`src/rtl/sprite_pos_arbiter.sv`:
```
// Round-robin write arbiter for sprite positions with a shadow/active bank pair.
// Define POS_CLAMP_EN to clamp accepted positions so the 32x32 sprite stays on screen.
module sprite_pos_arbiter #(
  parameter int          NUM_SPR = 4,
  parameter logic [10:0] DEF_X   = 11'd0,
  parameter logic [10:0] DEF_Y   = 11'd0,
  parameter int          SCR_W   = 800,
  parameter int          SCR_H   = 600
) (
  input  logic                  pclk,
  input  logic                  rst,
  input  logic                  vblnk_in,
  input  logic [NUM_SPR-1:0]    req_valid,
  input  logic [NUM_SPR*11-1:0] req_xpos,
  input  logic [NUM_SPR*11-1:0] req_ypos,
  output logic [NUM_SPR-1:0]    req_ready,
  output logic [NUM_SPR*11-1:0] xpos_out,
  output logic [NUM_SPR*11-1:0] ypos_out,
  output logic [NUM_SPR-1:0]    commit_mask,
  output logic                  frame_tick
);

  localparam int PW = (NUM_SPR > 1) ? $clog2(NUM_SPR) : 1;

  if (SCR_W < 32 || SCR_H < 32) begin : gBadScreen
    $error("sprite_pos_arbiter: screen must be at least 32x32");
  end

  logic [10:0]        shX_q  [NUM_SPR];
  logic [10:0]        shY_q  [NUM_SPR];
  logic [10:0]        actX_q [NUM_SPR];
  logic [10:0]        actY_q [NUM_SPR];
  logic [NUM_SPR-1:0] dirty_q;
  logic [PW-1:0]      rrPtr_q, rrPtr_d;
  logic               vblnkD_q;
  logic [NUM_SPR-1:0] commitMask_q;
  logic               frameTick_q;

  logic [NUM_SPR-1:0] grant;
  logic [PW-1:0]      grantIdx;
  logic [PW-1:0]      scanIdx;
  logic               found;
  logic [10:0]        selX, selY;
  logic [10:0]        wrX, wrY;
  logic               commit;

  // First valid requester at or after rr_ptr (cyclically) wins the grant.
  always_comb begin
    grant    = '0;
    grantIdx = '0;
    scanIdx  = '0;
    found    = 1'b0;
    selX     = '0;
    selY     = '0;
    for (int k = 0; k < NUM_SPR; k++) begin
      scanIdx = PW'((int'(rrPtr_q) + k) % NUM_SPR);
      if (!found && req_valid[scanIdx]) begin
        found          = 1'b1;
        grant[scanIdx] = 1'b1;
        grantIdx       = scanIdx;
        selX           = req_xpos[11*int'(scanIdx) +: 11];
        selY           = req_ypos[11*int'(scanIdx) +: 11];
      end
    end
  end

  always_comb begin
    rrPtr_d = rrPtr_q;
    if (found) begin
      rrPtr_d = (int'(grantIdx) == NUM_SPR-1) ? '0 : grantIdx + 1'b1;
    end
  end

`ifdef POS_CLAMP_EN
  localparam logic [10:0] MAX_X = 11'(SCR_W - 32);
  localparam logic [10:0] MAX_Y = 11'(SCR_H - 32);
  assign wrX = (selX > MAX_X) ? MAX_X : selX;
  assign wrY = (selY > MAX_Y) ? MAX_Y : selY;
`else
  assign wrX = selX;
  assign wrY = selY;
`endif

  assign commit    = vblnk_in & ~vblnkD_q;
  assign req_ready = grant;

  // A write landing on the commit edge refills the shadow and stays dirty for the next frame.
  always_ff @(posedge pclk) begin
    if (!rst) begin
      for (int i = 0; i < NUM_SPR; i++) begin
        shX_q[i]  <= DEF_X;
        shY_q[i]  <= DEF_Y;
        actX_q[i] <= DEF_X;
        actY_q[i] <= DEF_Y;
      end
      dirty_q      <= '0;
      rrPtr_q      <= '0;
      vblnkD_q     <= 1'b0;
      commitMask_q <= '0;
      frameTick_q  <= 1'b0;
    end else begin
      vblnkD_q     <= vblnk_in;
      rrPtr_q      <= rrPtr_d;
      commitMask_q <= commit ? dirty_q : '0;
      frameTick_q  <= commit;
      for (int i = 0; i < NUM_SPR; i++) begin
        if (commit && dirty_q[i]) begin
          actX_q[i] <= shX_q[i];
          actY_q[i] <= shY_q[i];
        end
        if (grant[i]) begin
          shX_q[i]   <= wrX;
          shY_q[i]   <= wrY;
          dirty_q[i] <= 1'b1;
        end else if (commit) begin
          dirty_q[i] <= 1'b0;
        end
      end
    end
  end

  always_comb begin
    xpos_out = '0;
    ypos_out = '0;
    for (int i = 0; i < NUM_SPR; i++) begin
      xpos_out[11*i +: 11] = actX_q[i];
      ypos_out[11*i +: 11] = actY_q[i];
    end
  end

  assign commit_mask = commitMask_q;
  assign frame_tick  = frameTick_q;

endmodule
```
`config.mk`:
```
export PLATFORM = sky130hd
export DESIGN_NAME = sprite_pos_arbiter
export DESIGN_NICKNAME = d
export VERILOG_FILES = /design/src/rtl/sprite_pos_arbiter.sv
export SDC_FILE = /design/constraint.sdc
export NUM_CORES = 1
export LEC_CHECK = 0
export ABC_AREA = 1
export BUFFER_PORTS_ARGS = -buffer_cell sky130_fd_sc_hd__buf_2
export CORE_AREA = 2 2 152 154
export CTS_CLUSTER_DIAMETER = 40
export DETAILED_ROUTE_END_ITERATION = 8
export DIE_AREA = 0 0 154 156
export PLACE_DENSITY = 0.7
export SLEW_MARGIN = 20
export SYNTH_ARGS = -nofsm -noshare
export SYNTH_HDL_FRONTEND = slang
export SYNTH_SLANG_ARGS = --single-unit
```
`constraint.sdc`:
```
create_clock -name pclk -period 4.3 [get_ports pclk]
set_clock_uncertainty 0.1 [all_clocks]
set_input_delay 0.645 -clock pclk [delete_from_list [all_inputs] [get_ports pclk]]
set_output_delay 0.645 -clock pclk [all_outputs]
set_load 0.01 [all_outputs]
```
==> run summary, run 1 <==
WP data required: 3.56 ns
Yosys Warn Count: 0
Final slew viol count: 0
Peak Freq: 0.275 GHz
XOR/XNOR share of the synthesized area: 0
CTS Buf Count: 17
Layout net count: 1,406
Die area: 0.0240 sq mm
Die Height: 156 um
Die width: 154 um
Leak: 5.21 nW
Site Rows: 55
Clock latency on the worst-skew pair: 0.43 ns
Number of setup buffers added after CTS: 0
Cell Area, Synth: 0.00991 sq mm
Top cell type's share of synthesized area: 0.534
Detailed placer's ending HPWL: 16,800 um
Period Utilization, post-route: 0.845
Starting density of the core: 0.443
Post-synthesis adder-cell area fraction: 0.00632
Syn Nets: 1,246
First-pass GRT wire length: 36,300 um
Crit path arrival time: 2.89 ns
Hold_buf cts: 0
PD cells: 722 mW/mm^2
Status: complete, no violations
Core ar.: 0.0224 sq mm
Setup crit start kind: register
Post-synthesis sequential area ratio: 0.558
Buf+Inv Stages, Crit Path: 4
Storage element area: 0.00553 sq mm
Hold WC Path Type: reg -> reg
Slew at the pin closest to its max-slew limit: 0.901 ns
Top cells by area, synth: edfxtp_1, nor2_1, nand2_1
Post-layout min period: 3.63 ns
Buffers on Ports: 191
Clk pin slew, worst setup/hold paths: 0.07 ns
Final hold violations: 0
Crit path cell chain: buf_4 > nand2_1 > nand3_2 > nand2_2 > inv_2 > nand2_2 > nor2_4 > buf_4 > nand2_1 > nand3_2 > buf_2
Starting DRT DRC Count: 643
Final ANT Viol Nets: 0
WL met2: 10,900 um
Max Used Layer: met4
CP top delay family: buffers and inverters
Mux cell area share after synthesis: 0.0222
Post-CTS Resized: 0
Number of global-route vias before repair: 6,899
Compound-cell area share of the yosys netlist: 0.105
Layout cells sized above 1: 0.212
CP max-delay cell: buf_4
Vias: 7,822
FF+latch count, synth: 188
Cell variety after synth: 29
Vias per inst: 4.88
WS Path Type: reg -> out
Crit end category: primary output
Final setup viols: 0
Largest net degree at the start of global routing: 101
Clock Sinks: 188
Critical path's largest stage delay: 0.63 ns
Final WL: 23,900 um
Tot GR Track Use: 0.197
WL per Instance: 14.9 um
Post-synth ARST share: 0
H-tree depth: 4
Congestion Overflow GR: 0
Commonest register cell after synthesis: edfxtp_1
CTS tree: built
Max_cap viols: 0
DR WL met3: 1490 um
Commonest cells post-synth: nor2_1, nand2_1, edfxtp_1
Diodes inserted: 0
I/O pins: 192
DRC errors left: 0
Routability cong.: 0.820
Overall Power: 8.37 mW
Area of the multi-input gates: 0.00338 sq mm
Clock root cell: clkbuf_16
Filler cell count: 2,039
P&R area growth vs syn: 17.0%
Cell taking the most area after synthesis: edfxtp_1
EDFF count, synth: 176
Hold WS: 0.360 ns
M1 wire length: 10,700 um
VDD IR max: 0.000389 V
Slew headroom: 0.399
Unrepaired setup endpoints after global routing: false
Count leader, synth: nor2_1
Syn_area_per_cell: 8.64 sq um
Largest family of logic cells by synthesized area: simple AND/OR/NAND/NOR gates
Synthesized instance count: 1,146
Initial antenna violation count: 0
Fin Setup TNS: 0 ns
Maximum fanout along the worst path: 100
Initial DRT Pass Iterations: 6
Clock buffer depth: 2
Simple-Gate Fraction of Synth Area: 0.204
power breakdown:
group          internal (mW)  switching, mW
registers               2.68          0.144
clock network          0.864          0.674
logic                   1.10           2.91
layer usage:
metal / up-vias / GRT usage
met4: 0 / 0.0779
met3: 42 / 0.0358
met5: - / 0
li1: 3994 / -
met2: 282 / 0.314
met1: 3504 / 0.269
state kept, by name, indices dropped and copies added (netlist names):
register     flops
vblnkD_q         1
dirty_q          4
shY_q           44
frame_tick       1
shX_q           44
commit_mask      4
rrPtr_q          2
actY_q          44
actX_q          44
worst reg2reg max path, stage by stage, from the launching register on:
cell,delay [ns]
dfxtp_2,0.35
inv_4,0.14
ha_2,0.57
inv_2,0.16
nand3_1,0.13
nand2_2,0.13
nand2_2,0.14
nor2_4,0.04
buf_4,0.23
nand2_1,0.10
nand3_1,0.06
a21oi_1,0.70
nor2_1,0.11
logic make-up (layout without fill, tap and decap cells):
kind of cell / count (synthesis) / count (layout)
buf+inv: 242 / 414
mux: 22 / 22
fa+ha+maj: 5 / 5
compound gates: 193 / 193
simple gates: 496 / 496
flops: 188 / 188
cell type report:
type,count,share of cell area
clock buffer,17,0.0367
inverter,178,0.0583
timing repair buffer,205,0.0919
tap,285,0.0308
sequential,188,0.477
clock inverter,14,0.0136
multi-input combinational,716,0.292
stage by stage:
step,cells,worst slack (ns),utilization,area [sq um]
after global routing,1603,0.436,0.518,11600
after floorplan,1146,1.16,-,9910
after detailed placement,1571,0.711,0.490,11000
after global placement,1571,0.792,0.490,11000
after CTS,1602,0.649,0.517,11600
final,1603,0.667,0.518,11600
final timing paths:
kind         startpoint      endpoint  slack, ns  cells after the start
min            vblnkD_q    frame_tick       0.36                      1
min reg2reg    vblnkD_q    frame_tick       0.36                      1
max reg2reg  rrPtr_q[0]   shX_q[3][4]       1.09                     12
max          rrPtr_q[0]  req_ready[2]       0.67                     11
cell usage in the layout (no fill, tap or decap), types with 6 or more instances in the layout:
cell type | synthesis | final
dfxtp_1 | 12 | 11
nor2_1 | 228 | 228
nand3_1 | 36 | 36
inv_1 | 174 | 174
nand2_2 | 13 | 13
o21ai_0 | 146 | 142
nand2_1 | 205 | 205
o21ai_1 | 14 | 15
mux2i_1 | 22 | 22
buf_2 | 19 | 191
inv_6 | 0 | 6
buf_4 | 2 | 13
a21oi_1 | 11 | 11
clkbuf_16 | 0 | 17
a21oi_2 | 13 | 13
edfxtp_1 | 176 | 176
nand3_2 | 6 | 6
No activity file was read; power rests on OpenSTA's default activity.
==> inputs of run 2 (changes only) <==
--- a/config.mk
+++ b/config.mk
@@ -11,7 +11,7 @@
 export CTS_CLUSTER_DIAMETER = 40
 export DETAILED_ROUTE_END_ITERATION = 8
 export DIE_AREA = 0 0 154 156
-export PLACE_DENSITY = 0.7
+export PLACE_DENSITY = 0.73
 export SLEW_MARGIN = 20
 export SYNTH_ARGS = -nofsm -noshare
 export SYNTH_HDL_FRONTEND = slang
==> constraint.sdc (replaced) <==
create_clock -name pclk -period 3.1 [get_ports pclk]
set_clock_uncertainty 0.1 [all_clocks]
set_input_delay 0.465 -clock pclk [delete_from_list [all_inputs] [get_ports pclk]]
set_output_delay 0.465 -clock pclk [all_outputs]
set_load 0.01 [all_outputs]
==> run 2 against run 1 <==
Critical path depth decreased by 3. Critical endpoint is now req_ready[3]. Final cell count increased by 1.2%. Power increased by 43%. Setup slack got worse by 0.51 ns. Combinational power increased by 45%. Sequential power increased by 41%. First-iteration DRC count increased by 4.2%. Routed wire length increased by 5.0%. Utilization increased by 0.50 points. Count of clock-buffer cells in the layout increased by 2.
==> run summary, run 2 (same netlist as run 1, synthesis figures left out) <==
Crit end category: primary output
Hold Startpoint: vblnk_in
Final setup viols: 0 (unchanged)
Status: complete, no violations
Hold EP: vblnkD_q
VDD IR max: 0.000552 V (+42%)
Post-layout min period: 2.94 ns
Reg2reg setup slack: 0.35 ns (-0.74 ns)
Site Rows: 55 (unchanged)
Peak Freq: 0.340 GHz
Layout cells sized above 1: 0.219 (+0.00687)
I/O pins: 192 (unchanged)
Die area: 0.0240 sq mm (unchanged)
Crit. Startpoint: rrPtr_q[1]
Clock latency on the worst-skew pair: 0.44 ns (about the same)
Core ar.: 0.0224 sq mm (unchanged)
CTS tree: built
Filler cell count: 2,001 (-1.9%)
Largest net degree at the start of global routing: 89 (-12%)
RR Endpoint: shY_q[0][0]
Congestion Overflow GR: 0 (unchanged)
Vias: 8,104 (+3.6%)
RR Startpoint: rrPtr_q[0]
Slew headroom: 0.552 (+0.153)
Period Utilization, post-route: 0.948
PD cells: 1020 mW/mm^2 (+42%)
Leading cell type in the layout, fill and taps excluded: nor2_1
Clock buffer depth: 2 (unchanged)
WP data required: 2.53 ns (-1.03 ns)
Starting DRT DRC Count: 670 (+4.2%)
Hold_buf cts: 0 (unchanged)
Unrepaired setup endpoints after global routing: false
Die Height: 156 um (unchanged)
CTS Buf Count: 17 (unchanged)
Final ANT Viol Nets: 0 (unchanged)
Layout net count: 1,423 (+1.2%)
Maximum fanout along the worst path: 51 (-49%)
Starting density of the core: 0.443 (unchanged)
H-tree depth: 4 (unchanged)
DRC errors left: 0 (unchanged)
Vias per inst: 5.00 (+2.4%)
R2r worst-path depth: 10 (-2)
Tot GR Track Use: 0.207 (+0.00946)
Final hold violations: 0 (unchanged)
Number of global-route vias before repair: 7,246 (+5.0%)
Clock Sinks: 188 (unchanged)
Clk pin slew, worst setup/hold paths: 0.07 ns (about the same)
Initial antenna violation count: 1 (+1)
WS Path Type: reg -> out
Final WL: 25,100 um (+5.0%)
Slew at the pin closest to its max-slew limit: 0.671 ns (-0.230 ns)
Max_cap viols: 0 (unchanged)
Die width: 154 um (unchanged)
Initial DRT Pass Iterations: 5 (-1)
Routability cong.: 0.920 (+12%)
WHS Path Cells: 3 (+2)
Final slew viol count: 0 (unchanged)
P&R area growth vs syn: 18.1%
Detailed placer's ending HPWL: 18,000 um (+7.0%)
Buffers on Ports: 191 (unchanged)
Crit path arrival time: 2.37 ns (-0.52 ns)
Setup crit start kind: register
WL per Instance: 15.4 um (+3.8%)
Commonest non-fill, non-tap cells in the layout: nor2_1, nand2_1, buf_2
Hold WC Path Type: in -> reg
Leak: 5.29 nW (+1.5%)
Clock root cell: clkbuf_16
Final core utilization: 0.523 (+0.00504)
Fin Setup TNS: 0 ns (unchanged)
Overall Power: 12.0 mW (+43%)
First-pass GRT wire length: 38,100 um (+5.0%)
[run 2: cell types whose count changed in the layout (fill, tap and decap cells not counted), sizes merged]
cell      previous run  this run
buf                205       221
bufinv               2         3
clkbuf              17        19
clkinv               4         8
clkinvlp             3         2
diode                0         1
inv                183       178
nor2               230       231
[run 2: worst max-delay path by stage]
stage	slack [ns]	endpoint	cells after the start
after floorplan	0.01	shX_q[0][0]	11
after global placement	0.26	shY_q[0][0]	10
after detailed placement	0.17	shY_q[0][0]	10
after CTS	0.004	req_ready[3]	10
after global routing	0.03	req_ready[2]	10
final	0.16	req_ready[3]	8
[run 2: final cells by class]
type	count	area [sq um]	area share
sequential	188	5530	0.472
timing repair buffer	221	1190	0.102
antenna	1	2.50	0.000214
inverter	178	676	0.0578
clock inverter	13	149	0.0127
multi-input combinational	717	3360	0.287
clock buffer	19	433	0.0370
tap	285	357	0.0305
[run 2: power by group]
group	total [mW]	internal, mW	leakage [nW]	switching (mW)
logic	5.83	1.76	3.06	4.07
registers	3.98	3.72	1.95	0.261
clock network	2.15	1.26	0.280	0.889
total	12.0	6.73	5.29	5.22
[run 2: worst max-delay path: stages, from the launching register on]
cell and delay [ns]:
dfxtp_1 0.35, buf_6 0.32, nand3_2 0.13, nand2_2 0.10, buf_4 0.34, nor2_4 0.08, a22oi_1 0.29, nand3_2 0.15
buf_2 0.17
[run 2: routing by layer]
metal	routed length [um]	global-route usage	up-vias
met5	0	0	-
met4	574	0.0730	0
met3	1730	0.0256	34
met2	12000	0.347	338
met1	10700	0.278	3705
li1	-	-	4027
[run 2: metrics by stage]
stage	worst slack [ns]	hold WS [ns]	std cells	cell area, sq um
after floorplan	0.0146	0.303	1146	9910
after global placement	0.262	0.356	1587	11100
after detailed placement	0.167	0.362	1587	11100
after CTS	0.00366	0.185	1620	11700
after global routing	0.0331	0.199	1622	11700
final	0.161	0.195	1622	11700
[run 2: timing repair]
action / in CTS / in global routing
gates cloned: 1 / 0
setup endpoints to repair: 4 / 19
gates resized for setup: 0 / 4
setup buffers: 0 / 1
pin swaps: 1 / 1
